$ cat src/rtl/rr_packet_mux.sv
// Round-robin packet multiplexer: merges NUM_REQ beat streams into one registered output,
// keeping each packet contiguous by locking onto a channel until its last beat.
module rr_packet_mux #(
   parameter int NUM_REQ    = 4,
   parameter int DATA_WIDTH = 8,
   localparam int SRC_W     = (NUM_REQ > 1) ? $clog2(NUM_REQ) : 1
) (
   input  logic                                 clk_i,
   input  logic                                 arst_ni,
   input  logic [NUM_REQ-1:0][DATA_WIDTH-1:0]   req_data_i,
   input  logic [NUM_REQ-1:0]                   req_last_i,
   input  logic [NUM_REQ-1:0]                   req_valid_i,
   output logic [NUM_REQ-1:0]                   req_ready_o,
   output logic [DATA_WIDTH-1:0]                out_data_o,
   output logic                                 out_last_o,
   output logic [SRC_W-1:0]                     out_src_o,
   output logic                                 out_valid_o,
   input  logic                                 out_ready_i
);

   localparam logic [0:0] ST_IDLE   = 1'b0;
   localparam logic [0:0] ST_LOCKED = 1'b1;

   logic [0:0]            state_q, state_d;
   logic [SRC_W-1:0]      rr_ptr_q, rr_ptr_d;
   logic [SRC_W-1:0]      lock_idx_q, lock_idx_d;
   logic                  full_q, full_d;
   logic [DATA_WIDTH-1:0] data_q, data_d;
   logic                  last_q, last_d;
   logic [SRC_W-1:0]      src_q, src_d;

   logic                  can_load;
   logic                  sel_found;
   logic [SRC_W-1:0]      sel_idx;
   logic [SRC_W-1:0]      scan_idx;
   logic                  accept;
   int                    idx;

   assign can_load = ~full_q | out_ready_i;

   // Channel selection: locked channel only, otherwise first valid from rr_ptr with wrap.
   always_comb begin
      sel_found = 1'b0;
      sel_idx   = lock_idx_q;
      scan_idx  = '0;
      idx       = 0;
      if (state_q == ST_LOCKED) begin
         sel_found = req_valid_i[lock_idx_q];
      end else begin
         for (int k = 0; k < NUM_REQ; k++) begin
            idx = int'(rr_ptr_q) + k;
            if (idx >= NUM_REQ) idx = idx - NUM_REQ;
            scan_idx = SRC_W'(idx);
            if (!sel_found && req_valid_i[scan_idx]) begin
               sel_found = 1'b1;
               sel_idx   = scan_idx;
            end
         end
      end
   end

   // Gating with arst_ni keeps every ready low while reset is held.
   assign accept = arst_ni & sel_found & can_load;

   always_comb begin
      req_ready_o = '0;
      if (accept) req_ready_o[sel_idx] = 1'b1;
   end

   always_comb begin
      state_d    = state_q;
      rr_ptr_d   = rr_ptr_q;
      lock_idx_d = lock_idx_q;
      full_d     = full_q;
      data_d     = data_q;
      last_d     = last_q;
      src_d      = src_q;
      if (accept) begin
         full_d = 1'b1;
         data_d = req_data_i[sel_idx];
         last_d = req_last_i[sel_idx];
         src_d  = sel_idx;
         if (req_last_i[sel_idx]) begin
            state_d  = ST_IDLE;
            rr_ptr_d = (sel_idx == SRC_W'(NUM_REQ - 1)) ? '0 : sel_idx + 1'b1;
         end else begin
            state_d    = ST_LOCKED;
            lock_idx_d = sel_idx;
         end
      end else if (out_ready_i) begin
         full_d = 1'b0;
      end
   end

   always_ff @(posedge clk_i or negedge arst_ni) begin
      if (!arst_ni) begin
         state_q    <= ST_IDLE;
         rr_ptr_q   <= '0;
         lock_idx_q <= '0;
         full_q     <= 1'b0;
         data_q     <= '0;
         last_q     <= 1'b0;
         src_q      <= '0;
      end else begin
         state_q    <= state_d;
         rr_ptr_q   <= rr_ptr_d;
         lock_idx_q <= lock_idx_d;
         full_q     <= full_d;
         data_q     <= data_d;
         last_q     <= last_d;
         src_q      <= src_d;
      end
   end

   assign out_valid_o = full_q;
   assign out_data_o  = data_q;
   assign out_last_o  = last_q;
   assign out_src_o   = src_q;

endmodule

$ cat config.mk
export PLATFORM = sky130hd
export DESIGN_NAME = rr_packet_mux
export DESIGN_NICKNAME = d
export VERILOG_FILES = /design/src/rtl/rr_packet_mux.sv
export SDC_FILE = /design/constraint.sdc
export NUM_CORES = 1
export LEC_CHECK = 0
export BUFFER_PORTS_ARGS = -buffer_cell sky130_fd_sc_hd__buf_4
export CORE_MARGIN = 2
export CORE_UTILIZATION = 52
export CTS_CLUSTER_SIZE = 20
export DETAILED_ROUTE_END_ITERATION = 16
export GPL_TIMING_DRIVEN = 0
export PLACE_DENSITY = 0.88
export SETUP_SLACK_MARGIN = 0.4
export SYNTH_ARGS = -nofsm -noshare
export SYNTH_HDL_FRONTEND = slang
export SYNTH_SLANG_ARGS = --single-unit
export TNS_END_PERCENT = 5
$ cat constraint.sdc
create_clock -name clk_i -period 7.7 [get_ports clk_i]
set_clock_uncertainty 0.1 [all_clocks]
set_input_delay 0 -clock clk_i [delete_from_list [all_inputs] [get_ports clk_i]]
set_output_delay 0 -clock clk_i [all_outputs]
set_load 0.1 [all_outputs]
# [Yosys cells after proc, flatten, opt, wreduce, memory -nomap -nowiden]
# Cells that the tools add are included.
# Widths: inputs -> output; s select.
[word_totals] regBits=17 wordCells=84
[op_classes] addsub=8 order_cmp=11 n_eq_ne=1 muxes=42 n_bitwise=5 n_reduce_logical=10
[op_table] cell="$mux 2" count=14
[op_table] cell="$lt 2x3->1 const B" count=6
[op_table] cell="$mux 1" count=18
[op_table] cell="$bmux 8 s2" count=1
[op_table] cell="$bmux 1 s2" count=6
[op_table] cell="$ge 3x3->1 const B" count=3
[op_table] cell="$mux 8" count=1
[op_table] cell="$sub 2x1->2 const B" count=4
[op_table] cell="$add 2x2->3 const B" count=2
[op_table] cell="$logic_and 1x1->1" count=4
[op_table] cell="$mux 4" count=1
[op_table] cell="$reduce_and 2->1" count=2
[op_table] cell="$add 2x1->3 const B" count=1
[op_table] cell="$ge 2x3->1 const B" count=1
[op_table] cell="$logic_not 1->1" count=3
[op_table] cell="$add 2x1->2 const B" count=1
[op_table] cell="$and 1x1->1" count=2
[op_table] cell="$demux 1 s2" count=1
[op_table] cell="$eq 2x2->1 const B" count=1
[op_table] cell="$ge 2x1->1 const B" count=1
[op_table] cell="$not 1->1" count=2
[op_table] cell="$reduce_bool 2->1" count=1
[op_table] cell="$or 1x1->1" count=1

# [Logic depth before layout (Yosys ltp)]
# Gate-level depths: netlist (run 1).
[depth] depth_word=24 depth_mapped=12 ltp_nobuf=9

# [Worst setup path before layout (run 1)]
# OpenSTA, ideal clock, no wires.
[synth_path] path_kind="reg-to-output" from="register rr_ptr_q[0]" to="output port req_ready_o[2]" arrival_ns=2.640 required_ns=7.600 slack_ns=4.960 path_stages_with_launch=11 cell_sequence="dfrtp_1 -> buf_6 -> or2_1 -> o32ai_2 -> o2bb2ai_2 -> and3b_1 -> buf_6 -> nor2_4 -> buf_6 -> ha_1 -> and2_1"
[synth_via] elab_chain_len=24
[synth_lines] item="from (decl)" line="25" rtl="logic [SRC_W-1:0] rr_ptr_q, rr_ptr_d;"
[synth_lines] item="from (signal assigned)" line="106" rtl="rr_ptr_q <= rr_ptr_d;"
[synth_lines] item="$ge 2x3->1 or $sub 2x1->2 (tied branches)" line="52" rtl="if (idx >= NUM_REQ) idx = idx - NUM_REQ;"
[synth_lines] item="$mux 2" line="52"
[synth_lines] item="$mux 2" line="47" rtl="if (state_q == ST_LOCKED) begin"
[synth_lines] item="$bmux 1 s2" line="54" rtl="if (!sel_found && req_valid_i[scan_idx]) begin"
[synth_lines] item="$mux 1 (not written as such)" line="54"
[synth_lines] item="$mux 1" line="54"
[synth_lines] item="$mux 1" line="47"
[synth_lines] item="$logic_not 1->1" line="54"
[synth_lines] item="(+9 left out)"
[synth_lines] item="$mux 2 *" line="54"
[synth_lines] item="$mux 2 *" line="47"
[synth_lines] item="net sel_idx[1]" line="34" rtl="logic [SRC_W-1:0] sel_idx;"
[synth_lines] item="$lt 2x3->1 (not written as such) or $ge 2x1->1 (tied branches)" line="67" rtl="if (accept) req_ready_o[sel_idx] = 1'b1;"
[synth_lines] item="$logic_and 1x1->1 (not written as such)" line="67"
[synth_lines] item="$mux 1 (not written as such)" line="67"
[synth_lines] item="$demux 1 s2 *" line="67"
[synth_lines] item="$mux 4 *" line="67"
[synth_lines] item="to (decl)" line="13" rtl="output logic [NUM_REQ-1:0] req_ready_o,"
# Mark *: on every way through the listed nets, which the timed path passes. The rest lies on a longest branch. The select of a mux whose other input is x is not followed.

# [Worst setup path after layout (run 1)]
[layout_path] from="register lock_idx_q[1]" to="register data_q[0] (netlist: out_data_o[0])"
[layout_via] elab_chain_len=7
[layout_lines] item="from (decl)" line="26" rtl="logic [SRC_W-1:0] lock_idx_q, lock_idx_d;"
[layout_lines] item="from (signal assigned)" line="107" rtl="lock_idx_q <= lock_idx_d;"
[layout_lines] item="$mux 2 (4 in series)" line="54"
[layout_lines] item="$mux 2 *" line="47"
[layout_lines] item="net sel_idx[1]" line="34"
[layout_lines] item="$bmux 8 s2 *" line="80" rtl="data_d = req_data_i[sel_idx];"
[layout_lines] item="$mux 8 (not written as such) *" line="80"
[layout_lines] item="to (signal assigned)" line="109" rtl="data_q <= data_d;"
[layout_lines] item="to (decl)" line="28" rtl="logic [DATA_WIDTH-1:0] data_q, data_d;"
# Marks and branches as above.
# A chain may end at the register's enable or synchronous reset.

==> results of run 1 <==
-- critical path: cells and delay by family (launching register included) --
kind | cells | cell delay (ps)
AO/OA/AOI/OAI | 4 | 550
buffers and inverters | 5 | 1920
flip-flops | 1 | 360
multiplexers | 1 | 190
AND/OR/NAND/NOR | 2 | 580
-- what timing repair did --
action | in CTS | in global routing
hold buffers | 26 | 0
hold endpoints to repair | 26 | 0
setup endpoints to repair | 0 | 0
-- metrics by stage --
stage | utilization | hold slack, ps | power [mW] | std cells | worst slack [ps]
after global placement | 0.710 | -216 | 0.880 | 251 | 5040
after CTS | 0.815 | 10.2 | 1.02 | 281 | 4050
final | 0.815 | 5.63 | 1.08 | 281 | 3890
after floorplan | - | -396 | 0.743 | 164 | 4960
after global routing | 0.815 | 36.1 | 1.13 | 281 | 3800
after detailed placement | 0.710 | -211 | 0.901 | 251 | 4980
-- logic make-up (layout without fill, tap and decap cells) --
family | Yosys count | count (layout) | synth area share
adder cells (fa/ha/maj) | 4 | 4 | 0.0338
buffers and inverters | 16 | 102 | 0.0709
flip-flops | 17 | 17 | 0.287
multiplexers | 21 | 21 | 0.152
AND/OR/NAND/NOR | 59 | 59 | 0.208
AO/OA/AOI/OAI | 47 | 47 | 0.249
-- layer usage --
metal | vias up | part of all wire | track usage
met5 | - | 0 | 0
met4 | 0 | 0.077 | 0.299
met3 | 46 | 0.099 | 0.109
met2 | 145 | 0.49 | 0.604
met1 | 830 | 0.33 | 0.413
li1 | 784 | - | -
-- final cells by class --
| class | count | area (sq um) |
|---|---|---|
| Multi-Input combinational cell | 131 | 952 |
| Timing Repair Buffer | 82 | 681 |
| Fill cell | 140 | 505 |
| Sequential cell | 17 | 425 |
| Buffer | 12 | 90.1 |
| Tap cell | 31 | 38.8 |
| Clock buffer | 4 | 26.3 |
| Inverter | 4 | 15.0 |
-- sequential cells by signal (all words and copies together), names as in the netlist --
register,cells
lock_idx_q,2
out_data_o,8
out_last_o,1
out_src_o,2
out_valid_o,1
rr_ptr_q,2
state_q,1
-- placed cells by master (no fill, tap or decap), types with 2 or more instances in the layout --
cell type,netlist,final
a211oi_1,2,2
a21oi_1,9,9
a22oi_1,3,3
and2_1,4,4
and3_1,4,4
buf_2,3,3
buf_4,1,57
buf_6,5,5
clkbuf_1,3,4
clkbuf_4,0,3
dfrtp_1,17,17
dlygate4sd3_1,0,26
ha_1,4,4
inv_1,2,2
mux2_1,2,2
mux2i_1,18,18
nand2_1,17,17
nand2_2,2,2
nand2b_1,3,3
nand3_1,6,6
nor2_1,12,12
nor2b_1,2,2
o21a_1,2,2
o21ai_0,7,7
o221ai_1,8,8
o311ai_1,2,2
-- final timing paths --
path,from,slack [ps],to,depth (start not counted)
max in group asynchronous,arst_ni,7250,lock_idx_q[0]$_DFFE_PN0P_,2
worst min register to register,out_last_o$_DFFE_PN0P_,400,out_last_o$_DFFE_PN0P_,2
min in group clk_i,req_last_i[1],70,out_last_o$_DFFE_PN0P_,4
worst max register to register,lock_idx_q[1]$_DFFE_PN0P_,3890,out_data_o[0]$_DFFE_PN0P_,12
worst min-delay path,arst_ni,6,out_data_o[4]$_DFFE_PN0P_,2
worst max-delay path,lock_idx_q[1]$_DFFE_PN0P_,3890,out_data_o[0]$_DFFE_PN0P_,12
-- power by group through the flow --
| stage | combinational [mW] | sequential, mW | clock (mW) |
|---|---|---|---|
| floorplan | 0.372 | 0.371 | 0 |
| global placement | 0.720 | 0.160 | 0 |
| detailed placement | 0.738 | 0.162 | 0 |
| CTS | 0.812 | 0.161 | 0.0501 |
| global route | 0.901 | 0.170 | 0.0568 |
| finish | 0.860 | 0.167 | 0.0540 |
==> metrics.md, run 1 <==
| Metric | Value |
|---|---|
| Status | `finished clean` |
| DR DRC count | `0` |
| Setup_tns | `0 ps` |
| Final setup fails | `0` |
| Worst-path clk slew | `130 ps` |
| Core Area | `2730 sq um` |
| Crit path max fanout | `11` |
| GP Congestion | `0.936` |
| Slew Viols, Final | `0` |
| Final ANT Viol Nets | `0` |
| CP Capture Type | `flop` |
| Worst VDD drop | `0.444 mV` |
| Sequential fraction of the synthesis area | `0.287` |
| Top cells by count, synth | `18 x mux2i_1, 17 x dfrtp_1, 17 x nand2_1, 12 x nor2_1, 9 x a21oi_1` |
| DRT iter0 DRCs | `105` |
| #FFs+latches synth | `17` |
| Share of flip-flops with an asynchronous set or reset | `1.00` |
| Post-Syn Nets | `211` |
| Pleak | `1.06 nW` |
| DRT Pass-1 Iters | `5` |
| Area fraction of the dominant cell type after synthesis | `0.287` |
| Worst hold path class | `in2async` |
| Yosys warnings | `0` |
| Clk sinks | `17` |
| Switching Fraction | `0.584` |
| Top cells by area, synth | `dfrtp_1 29%, mux2i_1 12%, o221ai_1 4.7%` |
| P&R area growth vs syn | `50.3%` |
| Antenna violations before repair | `0` |
| Most common cell in the netlist | `mux2i_1` |
| Vias in the first global route | `1912` |
| Die area | `3290 sq um` |
| CP max stage delay | `620 ps` |
| PostCTS Resize Cnt | `0` |
| Internal power | `0.450 mW` |
| CP max stage cell | `dlygate4sd3_1` |
| Top_reg_cell synth | `dfrtp_1` |
| Critical path required time | `7820 ps` |
| Max Cap Viol | `0` |
| Post-synth EDFFs | `0` |
| Mean Syn Cell Area | `9.04 sq um` |
| Min Clock Period, post-route | `3810 ps` |
| Part of the power in registers | `0.155` |
| DPL Wire Length | `3190 um` |
| Netlist cell types | `50` |
| Worst-case clock buffer depth | `2` |
| Vias per inst | `6.42` |
| Slew @ Worst Pin | `506 ps` |
| Gr usage total | `0.377` |
| RSZ-0062 raised after global routing | `false` |
| Antenna diodes | `0` |
| NumNets Final | `298` |
| Clock power share | `0.050` |
| DR WL/cell | `20.3 um` |
| WS Path Type | `reg2reg` |
| Fmax | `0.262 GHz` |
| Num CTS Buffers | `3` |
| Relative slew slack | `0.662` |
| Die width | `57.4 um` |
| Yosys top cell by area | `dfrtp_1` |
| Final Instance Area | `2230 sq um` |
| First-pass GRT wire length | `9280 um` |
| Vias | `1805` |
| CTS tree | `yes` |
| Num rows | `19` |
| CTS H-Tree Depth | `1` |
| Largest net degree at the start of global routing | `21` |
| CP arrival | `3930 ps` |
| Port bufs | `56` |
| Cells along the critical path | `clkbuf_1 > o311ai_1 > o21ai_1 > o31ai_1 > and3b_1 > buf_6 > nor2_4 > buf_6 > mux2i_1 > dlygate4sd3_1 > o221ai_1 > dlygate4sd3_1` |
| Final worst path period share | `0.495` |
| Latest clock arrival within the worst-skew pair | `320 ps` |
| Synth Instances | `164` |
| Setup Buffers After CTS | `0` |
| Die Height | `57.4 um` |
| Layout cells sized above 1 | `0.320` |
| Final Hold Vio Count | `0` |
| Total grt overflow | `0` |
| Placed cell area | `1940 sq um` |
| WL final | `5690 um` |
| Combinational power share | `0.795` |
| CP startpoint kind | `flop` |
| Initial core utilization | `0.542` |
| I/O pin cnt | `59` |
| Pwr Density | `485 nW/um^2` |
| Root buffer cell | `clkbuf_4` |
| Switching pwr | `0.631 mW` |
| Mapped cell area | `1480 sq um` |
No activity file was read; power rests on OpenSTA's default activity.
==> run 2: changes to the inputs <==
--- a/config.mk
+++ b/config.mk
@@ -7,11 +7,11 @@
 export LEC_CHECK = 0
 export BUFFER_PORTS_ARGS = -buffer_cell sky130_fd_sc_hd__buf_4
 export CORE_MARGIN = 2
-export CORE_UTILIZATION = 52
+export CORE_UTILIZATION = 44
 export CTS_CLUSTER_SIZE = 20
 export DETAILED_ROUTE_END_ITERATION = 16
 export GPL_TIMING_DRIVEN = 0
-export PLACE_DENSITY = 0.88
+export PLACE_DENSITY = 0.79
 export SETUP_SLACK_MARGIN = 0.4
 export SYNTH_ARGS = -nofsm -noshare
 export SYNTH_HDL_FRONTEND = slang
==> constraint.sdc (replaced) <==
create_clock -name clk_i -period 3.1 [get_ports clk_i]
set_clock_uncertainty 0.1 [all_clocks]
set_input_delay 0 -clock clk_i [delete_from_list [all_inputs] [get_ports clk_i]]
set_output_delay 0 -clock clk_i [all_outputs]
set_load 0.1 [all_outputs]
==> run 2 against run 1 <==
Against the previous run: global-route usage shrank 11 points; setup slack lost 3500 ps; clock power grew 130%; critical path type is now reg2out; highest routed layer unchanged.
==> metrics.md, run 2 (synthesized netlist as in run 1, its figures left out) <==
| Metric | Value |
|---|---|
| Most frequent cells in the layout | `60 x buf_4, 34 x dlygate4sd3_1, 18 x mux2i_1` |
| DRT Pass-1 Iters | `4` |
| Critical Path Source | `rr_ptr_q[0]$_DFFE_PN0P_` |
| First-pass GRT wire length | `7410 um` |
| Max Cap Viol | `0` |
| Crit path top cell by count | `buf_6` |
| P&R area growth vs syn | `64.4%` |
| Latest clock arrival within the worst-skew pair | `300 ps` |
| CP startpoint kind | `flop` |
| Crit path max fanout | `10` |
| Vias | `1747` |
| Die area | `3850 sq um` |
| Slew @ Worst Pin | `482 ps` |
| Fmax | `0.373 GHz` |
| Critical path required time | `3000 ps` |
| DPL Wire Length | `2910 um` |
| Root buffer cell | `clkbuf_4` |
| Min Clock Period, post-route | `2680 ps` |
| Pleak | `1.13 nW` |
| Worst-path clk slew | `110 ps` |
| DRT iter0 DRCs | `165` |
| Die Height | `62.1 um` |
| CP Capture Type | `primary output` |
| Number of fill cells in the layout | `218` |
| Status | `finished clean` |
| Gr usage total | `0.268` |
| Port bufs | `56` |
| Worst VDD drop | `0.839 mV` |
| CTS tree | `yes` |
| I/O pin cnt | `59` |
| Core Area | `3280 sq um` |
| Total grt overflow | `0` |
| Max reg flops | `8` |
| Largest net degree at the start of global routing | `21` |
| Layout cells sized above 1 | `0.352` |
| CTS H-Tree Depth | `1` |
| Relative slew slack | `0.679` |
| Cells along the critical path | `buf_6 > or2_1 > o32ai_2 > o2bb2ai_2 > and3b_1 > buf_6 > nor2_4 > buf_8 > inv_1 > ha_1 > and2_1 > buf_12` |
| Most common cell after layout, fill and taps aside | `buf_4` |
| Antenna violations before repair | `0` |
| Num CTS Buffers | `3` |
| Setup_tns | `0 ps` |
| FF-to-FF Start | `rr_ptr_q[0]$_DFFE_PN0P_` |
| Vias in the first global route | `1574` |
| Total Power | `2.63 mW` |
| RSZ-0062 raised after global routing | `true` |
| Final worst path period share | `0.864` |
| GP Congestion | `0.896` |
| Die width | `62.1 um` |
| Num rows | `21` |
| DR DRC count | `0` |
| Clk sinks | `17` |
| Final Hold Vio Count | `0` |
| CP max stage cell | `dfrtp_1` |
| Slew Viols, Final | `0` |
| Register area | `427 sq um` |
| Worst hold path class | `in2async` |
| Initial core utilization | `0.451` |
| CP arrival | `2580 ps` |
| Pwr Density | `1080 nW/um^2` |
| CP max stage delay | `400 ps` |
| Vias per inst | `5.64` |
| WL final | `5360 um` |
| Multi-input logic area | `978 sq um` |
| Antenna diodes | `0` |
| Final setup fails | `0` |
| WS Path Type | `reg2out` |
| DR WL/cell | `17.3 um` |
| Final ANT Viol Nets | `0` |
| Worst-case clock buffer depth | `2` |
| NumNets Final | `312` |
[run 2: changes by cell type in the layout (fill, tap and decap cells not counted), moves of 2 or more]
cell / before / now
buf_12: 0 / 2
dlygate4sd3_1: 26 / 34
nor2_1: 12 / 10
buf_4: 57 / 60
[run 2: where the power goes]
| part | internal [mW] | switching, mW | total, mW |
|---|---|---|---|
| clock network | 0.0501 | 0.0755 | 0.126 |
| logic | 0.730 | 1.36 | 2.09 |
| registers | 0.330 | 0.0829 | 0.413 |
| total | 1.11 | 1.52 | 2.63 |
[run 2: worst max-delay path: cells and delay by family, from the launching register on]
family                     cells  cell delay (ps)
buffers and inverters          5              650
adders and majority gates      1              190
AOI/OAI and AO/OA              2              270
and+or+nand+nor                4              760
DFF                            1              400
[run 2: cell type report]
type                       count  share of cell area
buffer                        12              0.0390
multi-input combinational    131               0.401
sequential                    17               0.175
tap                           46              0.0236
clock buffer                   4              0.0108
timing repair buffer          96               0.342
inverter                       4             0.00770
[run 2: routing by layer]
layer	up-vias	GRT usage	wire [um]
met5	-	0	0
li1	813	-	-
met4	0	0.122	238
met1	830	0.312	1960
met3	20	0.0476	294
met2	84	0.475	2870
[run 2: final timing paths]
| path | endpoint | slack [ps] | cells past startpoint |
|---|---|---|---|
| worst max-delay path | req_ready_o[0] | 420 | 12 |
| worst min-delay path | out_data_o[3]$_DFFE_PN0P_ | 5 | 2 |
| worst max register to register | rr_ptr_q[1]$_DFFE_PN0P_ | 510 | 9 |
| worst min register to register | out_src_o[0]$_DFFE_PN0P_ | 410 | 2 |
| max in group asynchronous | rr_ptr_q[1]$_DFFE_PN0P_ | 2660 | 2 |
| min in group clk_i | out_last_o$_DFFE_PN0P_ | 50 | 4 |
[run 2: what timing repair did]
item | CTS | global route
endpoints found under the hold margin | 26 | 0
pin swaps | 1 | 1
setup buffers | 1 | 5
hold buffers | 34 | 0
resized for setup | 4 | 13
setup endpoints to repair | 4 | 6
[run 2: per-stage QoR]
stage / worst slack (ps) / hold WS, ps / instance area, sq um / cells / utilization
2_1_floorplan: 360 / -396 / 1480 / 164 / -
3_3_place_gp: 442 / -217 / 1960 / 266 / 0.597
3_5_place_dp: 435 / -213 / 1960 / 266 / 0.597
4_1_cts: 401 / 16.2 / 2350 / 305 / 0.715
5_1_grt: 307 / 25.8 / 2440 / 310 / 0.742
6_report: 421 / 4.63 / 2440 / 310 / 0.742
